File: config.mk
export PLATFORM = sky130hd
export DESIGN_NAME = systolic_array_controller
export DESIGN_NICKNAME = d
export VERILOG_FILES = /design/src/rtl/systolic_array_controller_pkg.sv /design/src/rtl/systolic_array_controller_skew_gen.sv /design/src/rtl/systolic_array_controller.sv
export SDC_FILE = /design/constraint.sdc
export NUM_CORES = 1
export LEC_CHECK = 0
export CORE_UTILIZATION = 30
export CTS_CLUSTER_SIZE = 40
export DETAILED_ROUTE_END_ITERATION = 8
export PLACE_DENSITY = 0.56
export SETUP_SLACK_MARGIN = 0.4
export SKIP_CTS_REPAIR_TIMING = 1
export SYNTH_ARGS = -nofsm -noshare
export SYNTH_HDL_FRONTEND = slang
export SYNTH_SLANG_ARGS = --single-unit
File: constraint.sdc
create_clock -name clk -period 4.1 [get_ports clk]
set_input_delay 0.82 -clock clk [delete_from_list [all_inputs] [get_ports clk]]
set_output_delay 0.82 -clock clk [all_outputs]
set_load 0.005 [all_outputs]
File: src/rtl/systolic_array_controller_pkg.sv
// Shared types and default sizing for the systolic array controller and its consumers.
package systolic_pkg;

    typedef enum logic [1:0] {
        IDLE   = 2'd0,
        LOAD_W = 2'd1,
        STREAM = 2'd2,
        DONE   = 2'd3
    } ctrl_state_t;

    localparam int N_DEF       = 4;
    localparam int MUL_LEN_DEF = 2;

    // Bits needed to hold step indices 0..3N-3 (one spare code above the last step).
    function automatic int step_width(input int n);
        return $clog2(3 * n - 1);
    endfunction

endpackage

File: src/rtl/systolic_array_controller_skew_gen.sv
// Diagonal skew decode: which input rows and which output columns are live at step s.
module systolic_skew_gen
    import systolic_pkg::*;
#(
    parameter int N  = N_DEF,
    parameter int SW = step_width(N_DEF)
) (
    input  logic [SW-1:0] step,
    output logic [N-1:0]  in_en_raw,
    output logic [N-1:0]  col_win_raw
);

    // Row r sees data on steps r..r+N-1; column c drains on steps N-1+c..2N-2+c.
    always_comb begin
        in_en_raw   = '0;
        col_win_raw = '0;
        for (int i = 0; i < N; i++) begin
            in_en_raw[i]   = (int'(step) >= i) && (int'(step) - i <= N - 1);
            col_win_raw[i] = (int'(step) >= N - 1 + i) && (int'(step) - (N - 1) - i <= N - 1);
        end
    end

endmodule

File: src/rtl/systolic_array_controller.sv
// Job sequencer for an N x N weight-stationary systolic array: weight preload,
// skewed input streaming, partial-sum drain and per-column valid flags.
module systolic_array_controller
    import systolic_pkg::*;
#(
    parameter int N       = N_DEF,
    parameter int MUL_LEN = MUL_LEN_DEF
) (
    input  logic         clk,
    input  logic         rst,
    input  logic         start,
    input  logic         reuse_w,
    output logic         busy,
    output logic         done,
    input  logic         w_row_valid,
    output logic         w_row_ready,
    output logic [N-1:0] w_load_en,
    input  logic         in_row_valid,
    output logic         in_row_ready,
    output logic [N-1:0] in_en,
    output logic         mac_start,
    output logic         mac_count,
    output logic [N-1:0] out_col_valid
);

    localparam int SW = step_width(N);
    localparam int CW = (MUL_LEN > 1) ? $clog2(MUL_LEN) : 1;
    localparam int RW = $clog2(N);

    localparam logic [SW-1:0] STEP_LAST   = SW'(3 * N - 3);
    localparam logic [SW-1:0] STEP_NOSTALL = SW'(N);
    localparam logic [CW-1:0] CYC_LAST    = CW'(MUL_LEN - 1);
    localparam logic [RW-1:0] ROW_LAST    = RW'(N - 1);

    ctrl_state_t   state_q, state_d;
    logic [SW-1:0] step_q, step_d;
    logic [CW-1:0] cyc_q, cyc_d;
    logic [RW-1:0] row_q, row_d;

    logic          step_active;
    logic [N-1:0]  in_en_raw;
    logic [N-1:0]  col_win_raw;

    // A step in progress always continues; a new step in the fill phase waits for an input row.
    assign step_active = (cyc_q != '0) || (step_q >= STEP_NOSTALL) || in_row_valid;

    systolic_skew_gen #(
        .N  (N),
        .SW (SW)
    ) u_skew (
        .step        (step_q),
        .in_en_raw   (in_en_raw),
        .col_win_raw (col_win_raw)
    );

    // Next-state and counter update.
    always_comb begin
        state_d = state_q;
        step_d  = step_q;
        cyc_d   = cyc_q;
        row_d   = row_q;
        case (state_q)
            IDLE: begin
                step_d = '0;
                cyc_d  = '0;
                row_d  = '0;
                if (start) begin
                    state_d = reuse_w ? STREAM : LOAD_W;
                end
            end
            LOAD_W: begin
                if (w_row_valid) begin
                    if (row_q == ROW_LAST) begin
                        state_d = STREAM;
                        row_d   = '0;
                    end else begin
                        row_d = row_q + RW'(1);
                    end
                end
            end
            STREAM: begin
                if (step_active) begin
                    if (cyc_q == CYC_LAST) begin
                        cyc_d = '0;
                        if (step_q == STEP_LAST) begin
                            state_d = DONE;
                        end else begin
                            step_d = step_q + SW'(1);
                        end
                    end else begin
                        cyc_d = cyc_q + CW'(1);
                    end
                end
            end
            DONE: begin
                state_d = IDLE;
            end
            default: begin
                state_d = IDLE;
            end
        endcase
    end

    // State and counter registers; reset aborts any job immediately.
    always_ff @(posedge clk or posedge rst) begin
        if (rst) begin
            state_q <= IDLE;
            step_q  <= '0;
            cyc_q   <= '0;
            row_q   <= '0;
        end else begin
            state_q <= state_d;
            step_q  <= step_d;
            cyc_q   <= cyc_d;
            row_q   <= row_d;
        end
    end

    assign busy          = (state_q != IDLE);
    assign done          = (state_q == DONE);
    assign w_row_ready   = (state_q == LOAD_W);
    assign w_load_en     = (w_row_ready && w_row_valid) ? (N'(1) << row_q) : '0;
    assign in_row_ready  = (state_q == STREAM) && (cyc_q == '0) && (step_q < STEP_NOSTALL);
    assign mac_start     = (state_q == STREAM) && (cyc_q == '0) && step_active;
    assign mac_count     = (state_q == STREAM) && (cyc_q != CYC_LAST);
    assign in_en         = ((state_q == STREAM) && step_active) ? in_en_raw : '0;
    assign out_col_valid = ((state_q == STREAM) && step_active && (cyc_q == CYC_LAST)) ? col_win_raw : '0;

endmodule

==> After elaboration in Yosys (flattened, before gate mapping) <==
Index checks and enable logic that the tools add are counted.
{ "word_totals": {"regBits": 9, "inputBits": 6, "out_inout_bits": 18, "wordCells": 85} }
{ "op_classes": {"add_sub_neg": 9, "magnitude_cmp": 15, "n_eq_ne": 12, "shift": 1, "n_mux": 21, "n_bitwise": 1, "n_reduce_logical": 22} }
{ "op_table": {"columns": ["operator", "n"], "rows": [
  ["<= comparator 32 x 3 -> 1 bit, second input constant", 6],
  ["subtractor 32 x 3 -> 32 bit, second input constant", 2],
  ["subtractor 32 x 2 -> 32 bit, second input constant", 1],
  ["2-to-1 mux 4 bit", 6],
  ["2-to-1 mux 2 bit", 9],
  ["greater-or-equal comparator 4 x 3 -> 1 bit, second input constant", 4],
  ["logical AND 1 bit", 12],
  ["inequality test 2 bit, second input constant", 6],
  ["subtractor 4 x 2 -> 5 bit, second input constant", 2],
  ["greater-or-equal comparator 4 x 2 -> 1 bit, second input constant", 2],
  ["case mux 2 bit (4 select lines)", 1],
  ["case mux 4 bit (2 select lines)", 1],
  ["== test 2 bit, second input constant", 3],
  ["AND reduction 6 bit", 1],
  ["nonzero test 2 bit", 3],
  ["subtractor 4 x 1 -> 5 bit, second input constant", 1],
  ["adder 4 x 1 -> 4 bit, second input constant", 1],
  ["== test 4 bit, second input constant", 1],
  ["greater-or-equal comparator 4 x 1 -> 1 bit, second input constant", 1],
  ["<= comparator 4 x 2 -> 1 bit, second input constant", 1],
  ["< comparator 4 x 3 -> 1 bit, second input constant", 1],
  ["case mux 2 bit (2 select lines)", 1],
  ["AND reduction 2 bit", 2],
  ["AND reduction 4 bit", 1],
  ["10 further kinds", 12]
]} }

==> Logic depth before layout (Yosys ltp) <==
{ "depth": {"depth_word": 6, "depth_mapped": 16, "mapped_depth_nobuf": 13} }

==> Cells and area by module <==
A second synthesis with hierarchy kept.
{ "hier_totals": {"hier_cells": 163, "hier_area_um2": 1432.6} }
{ "by_module_without_submodules": {"columns": ["module", "n_inst", "cells_per_inst", "area_per_inst_um2", "seq_area_each_um2"], "rows": [
  ["systolic_array_controller", 1, 73, 745.7, 225.2],
  ["systolic_skew_gen", 1, 90, 686.9, 0.0]
]} }

==> Worst setup path after synthesis <==
Ideal clock, no wire load.
{ "synth_path": {"kind": "reg-to-output", "from": "reg step_q[2]", "to": "out out_col_valid[1]", "arrival_time_ns": 3.071, "t_required_ns": 3.280, "path_slack_ns": 0.209, "path_stages_with_launch": 16, "n_path_buf": 3, "cell_sequence": "dfrtp_1 -> clkbuf_2 -> buf_4 -> inv_1 -> ha_1 -> buf_2 -> a21o_1 -> a22oi_1 -> nand2_1 -> inv_1 -> nand2_1 -> ha_1 -> or4b_1 -> o31ai_1 -> o2111ai_1 -> a21oi_1"} }
{ "synth_via": {"elab_chain_cells": 6, "word_cells_on_any_way": 11, "classes_between": "add/sub (2); order compare (3); mux (1); reduce/logical (5)"} }
{ "synth_lines": {"columns": ["element", "line", "source"], "rows": [
  ["start: declaration", "systolic_array_controller.sv:36", "logic [SW-1:0] step_q, step_d;"],
  ["start signal: assignment", "systolic_array_controller.sv:113", "step_q <= step_d;"],
  ["parallel branches: the longest is 5 deep, another holds subtractor 32 x 2 -> 32 bit", null, null],
  ["2-to-1 mux 4 bit (*)", "systolic_array_controller.sv:127", "assign out_col_valid = ((state_q == STREAM) && step_active && (cyc_q == CYC_LAST)) ? col_win_raw : '0;"],
  ["end: declaration", "systolic_array_controller.sv:23", "output logic [N-1:0] out_col_valid"]
]} }
Mark *: on every way between the ends.

==> Worst setup path in the final report <==
{ "layout_path": {"from": "reg step_q[1]", "to": "out out_col_valid[1]"} }
The elaborated chain is that of the path after synthesis.

==> flow_summary.json <==
{
  "status": "completed",
  "rr_endpoint": "state_q[0]$_DFFE_PP0P_",
  "track_usage_pct": 14.3,
  "cts_sinks": 9,
  "finalHoldWorstSlack_ps": 563,
  "dp_cells": 306,
  "netlist_top_cells_area": "ha_1, dfrtp_1, inv_1",
  "cts-root-buf": "clkbuf_8",
  "cp_max_fo": 7,
  "timing.rr.start": "step_q[1]$_DFFE_PP0P_",
  "routed-via-count": 1617,
  "post-route-period-util_pct": 92.3,
  "cp-startpoint": "step_q[1]$_DFFE_PP0P_",
  "routed_via_density": 4.98,
  "die-area_mm2": 0.00585,
  "yosys_warnings": 0,
  "path_class": "reg -> out",
  "grt_pass1_wl_um": 6880,
  "cp_top_family": "compound AO/OA/AOI/OAI gates",
  "final_cells": 325,
  "crit_path_end_kind": "output port",
  "boundaryPins": 24,
  "fill_cells": 497,
  "layout.nets": 303,
  "syn_to_final_growth_pct": 45.0,
  "leakage_nw": 1.03,
  "crit_cells": 13,
  "power_uw": 913,
  "fin_skew_ps": 1.84,
  "tightest_slew_ps": 457,
  "period_minus_slack_ps": 3780,
  "dieWidth_um": 76.5,
  "syn_area_per_cell_um2": 8.20,
  "cts_tree": "done",
  "worst_setup_path_start_kind": "register",
  "synth_edf_count": 0,
  "crit_end": "out_col_valid[1]",
  "routedWlPerCell_um": 13.9,
  "clk_pin_slew_ps": 40,
  "grt-ovfl-total": 0,
  "synth_nets": 250,
  "gp_routability_congestion": 0.848,
  "crit_buf_inv": 3,
  "seq_area_frac_synth_pct": 13.5,
  "fin_area_mm2": 0.00241,
  "h-tree-depth": 1,
  "io_buffers": 23,
  "drt_wl_total_um": 4510,
  "grt_start_max_net_pins": 20,
  "dpl-instance-area_mm2": 0.00207,
  "slew_violations": 0,
  "rrSetupSlack_ps": 1940,
  "setup_viol": 0,
  "drive_gt1_share_pct": 30.6,
  "place_ws_ps": -40.9,
  "p_per_area_mw_per_mm2": 379,
  "hold_path.class": "reg -> reg",
  "dieHeight_um": 76.5,
  "synthCells": 203,
  "fmax_mhz": 264,
  "setup_ws_ps": 316,
  "first_iter_violations": 54,
  "async_reset_ff_share_pct": 100,
  "crit_chain": "buf_6, ha_4, a21o_1, a22oi_2, nand2_2, inv_2, nand2_2, ha_1, or4b_4, o31ai_2, o2111ai_1, a21oi_1, buf_2",
  "cts_buffers": 3,
  "yosys.area.top_type_share_pct": 30.8,
  "synth.distinct_cells": 46,
  "grt_pass1_vias": 1440,
  "hold_violations": 0,
  "syn_area_mm2": 0.00166,
  "diodes": 0,
  "peakVddDrop_uv": 306,
  "r2r_cells": 8,
  "crit_path_frequent_cell": "nand2_2",
  "antenna_found_initial": 0,
  "synth_top_cell_by_area": "ha_1",
  "register_area_um2": 226,
  "drc_errors": 0,
  "multi_input_area_mm2": 0.00151,
  "core_area_mm2": 0.00524,
  "clockBufferDepth": 2,
  "clkLatencyLatePin_ps": 230,
  "yosys_register_bits": 9,
  "cp_data_arrival_time_ps": 2960,
  "ant_nets": 0,
  "relSlewSlack_pct": 69.5,
  "rows": 26,
  "ys.flop_type": "dfrtp_1",
  "start_util_pct": 31.8,
  "place_hpwl_um": 3210,
  "cp.required_ps": 3280,
  "slowest_delay_ps": 490,
  "firstDrtPassIters": 4,
  "cpMaxStageDelayCell": "or4b_4",
  "rsz0062_at_grt": "yes",
  "max-cap-violations": 0
}
[through the flow]
| stage | util (%) | TNS (ps) |
|---|---|---|
| 3_5_place_dp | 39.6 | -40.9 |
| 4_1_cts | 40.5 | -644 |
| 3_3_place_gp | 39.6 | 0 |
| 2_1_floorplan | - | 0 |
| 5_1_grt | 46.1 | 0 |
| 6_report | 46.1 | 0 |
[metal layers]
layer  global-route usage [%]  vias up  share of wire (%)
met2                     22.3       24                 48
met1                     20.4      756                 48
li1                         -      829                  -
met3                     1.56        8                2.6
met4                     4.42        0                1.5
met5                        0        -                  0
[state kept, by name, indices dropped and copies added, names as in the netlist]
register  flops
cyc_q         1
row_q         2
state_q       2
step_q        4
[placed cells by master (no fill, tap or decap), types with 2 or more instances in the layout]
cell             count
a211oi_1             2
a211oi_2             2
a21boi_0             2
a21o_1               3
a21oi_1              5
a21oi_2              2
a22oi_2              2
a32o_1               2
and2_1               3
and3_1               6
and3b_1              2
buf_2                2
buf_4               29
buf_6                4
clkbuf_8             3
clkdlybuf4s50_1     20
dfrtp_1              8
ha_1                35
ha_4                 6
inv_1               14
inv_2                3
mux2i_1              3
nand2_1             10
nand2_2              5
nand2b_1             6
nand2b_4             2
nand3_1              8
nand4b_1             3
nor2_1               9
nor3_1               3
nor4b_2              2
nor4bb_1             2
o21ai_0              8
or2_2                5
xnor2_1              5
[logic make-up after synthesis]
logic type / Yosys count / synth area share, %
flip-flops: 9 / 13.5
AND/OR/NAND/NOR: 75 / 25.3
adder cells (fa/ha/maj): 41 / 30.8
AO/OA/AOI/OAI: 42 / 17.4
XOR/XNOR: 6 / 3.16
multiplexers: 5 / 3.08
buffers and inverters: 25 / 6.69
[worst min-delay path by stage]
stage / to / slack (ps) / from / cells past startpoint
after floorplan: row_q[1]$_DFFE_PP0P_ / 520 / row_q[1]$_DFFE_PP0P_ / 1
final: state_q[0]$_DFFE_PP0P_ / 560 / state_q[0]$_DFFE_PP0P_ / 1
after CTS: state_q[0]$_DFFE_PP0P_ / 570 / state_q[0]$_DFFE_PP0P_ / 1
after detailed placement: state_q[0]$_DFFE_PP0P_ / 560 / state_q[0]$_DFFE_PP0P_ / 1
after global routing: state_q[0]$_DFFE_PP0P_ / 580 / state_q[0]$_DFFE_PP0P_ / 1
after global placement: row_q[1]$_DFFE_PP0P_ / 550 / row_q[1]$_DFFE_PP0P_ / 1
[report_power, final]
| group | internal (mW) | leakage [nW] | switching, mW |
|---|---|---|---|
| Sequential | 0.120 | 0.117 | 0.0370 |
| Clock | 0.0676 | 0.0228 | 0.0337 |
| Combinational | 0.329 | 0.894 | 0.325 |
[synthesized netlist by cell type, types with 3 or more instances]
cell	n
nand4b_1	3
nor2_1	10
dfrtp_1	9
mux2i_1	4
a21o_1	3
inv_1	17
nand2_1	16
a21oi_1	7
buf_2	4
xnor2_1	5
and2_1	3
nand2b_1	8
and3_1	6
a22oi_1	3
nand3_1	8
a211oi_1	4
nor3_1	3
or2_2	6
ha_1	41
o21ai_0	9
[area by class of cell]
class,count,area share [%]
sequential,9,9.39
multi-input combinational,169,62.7
inverter,17,2.65
clock buffer,4,1.87
tap,70,3.63
timing repair buffer,56,19.8
(Power assumes the default switching activity.)
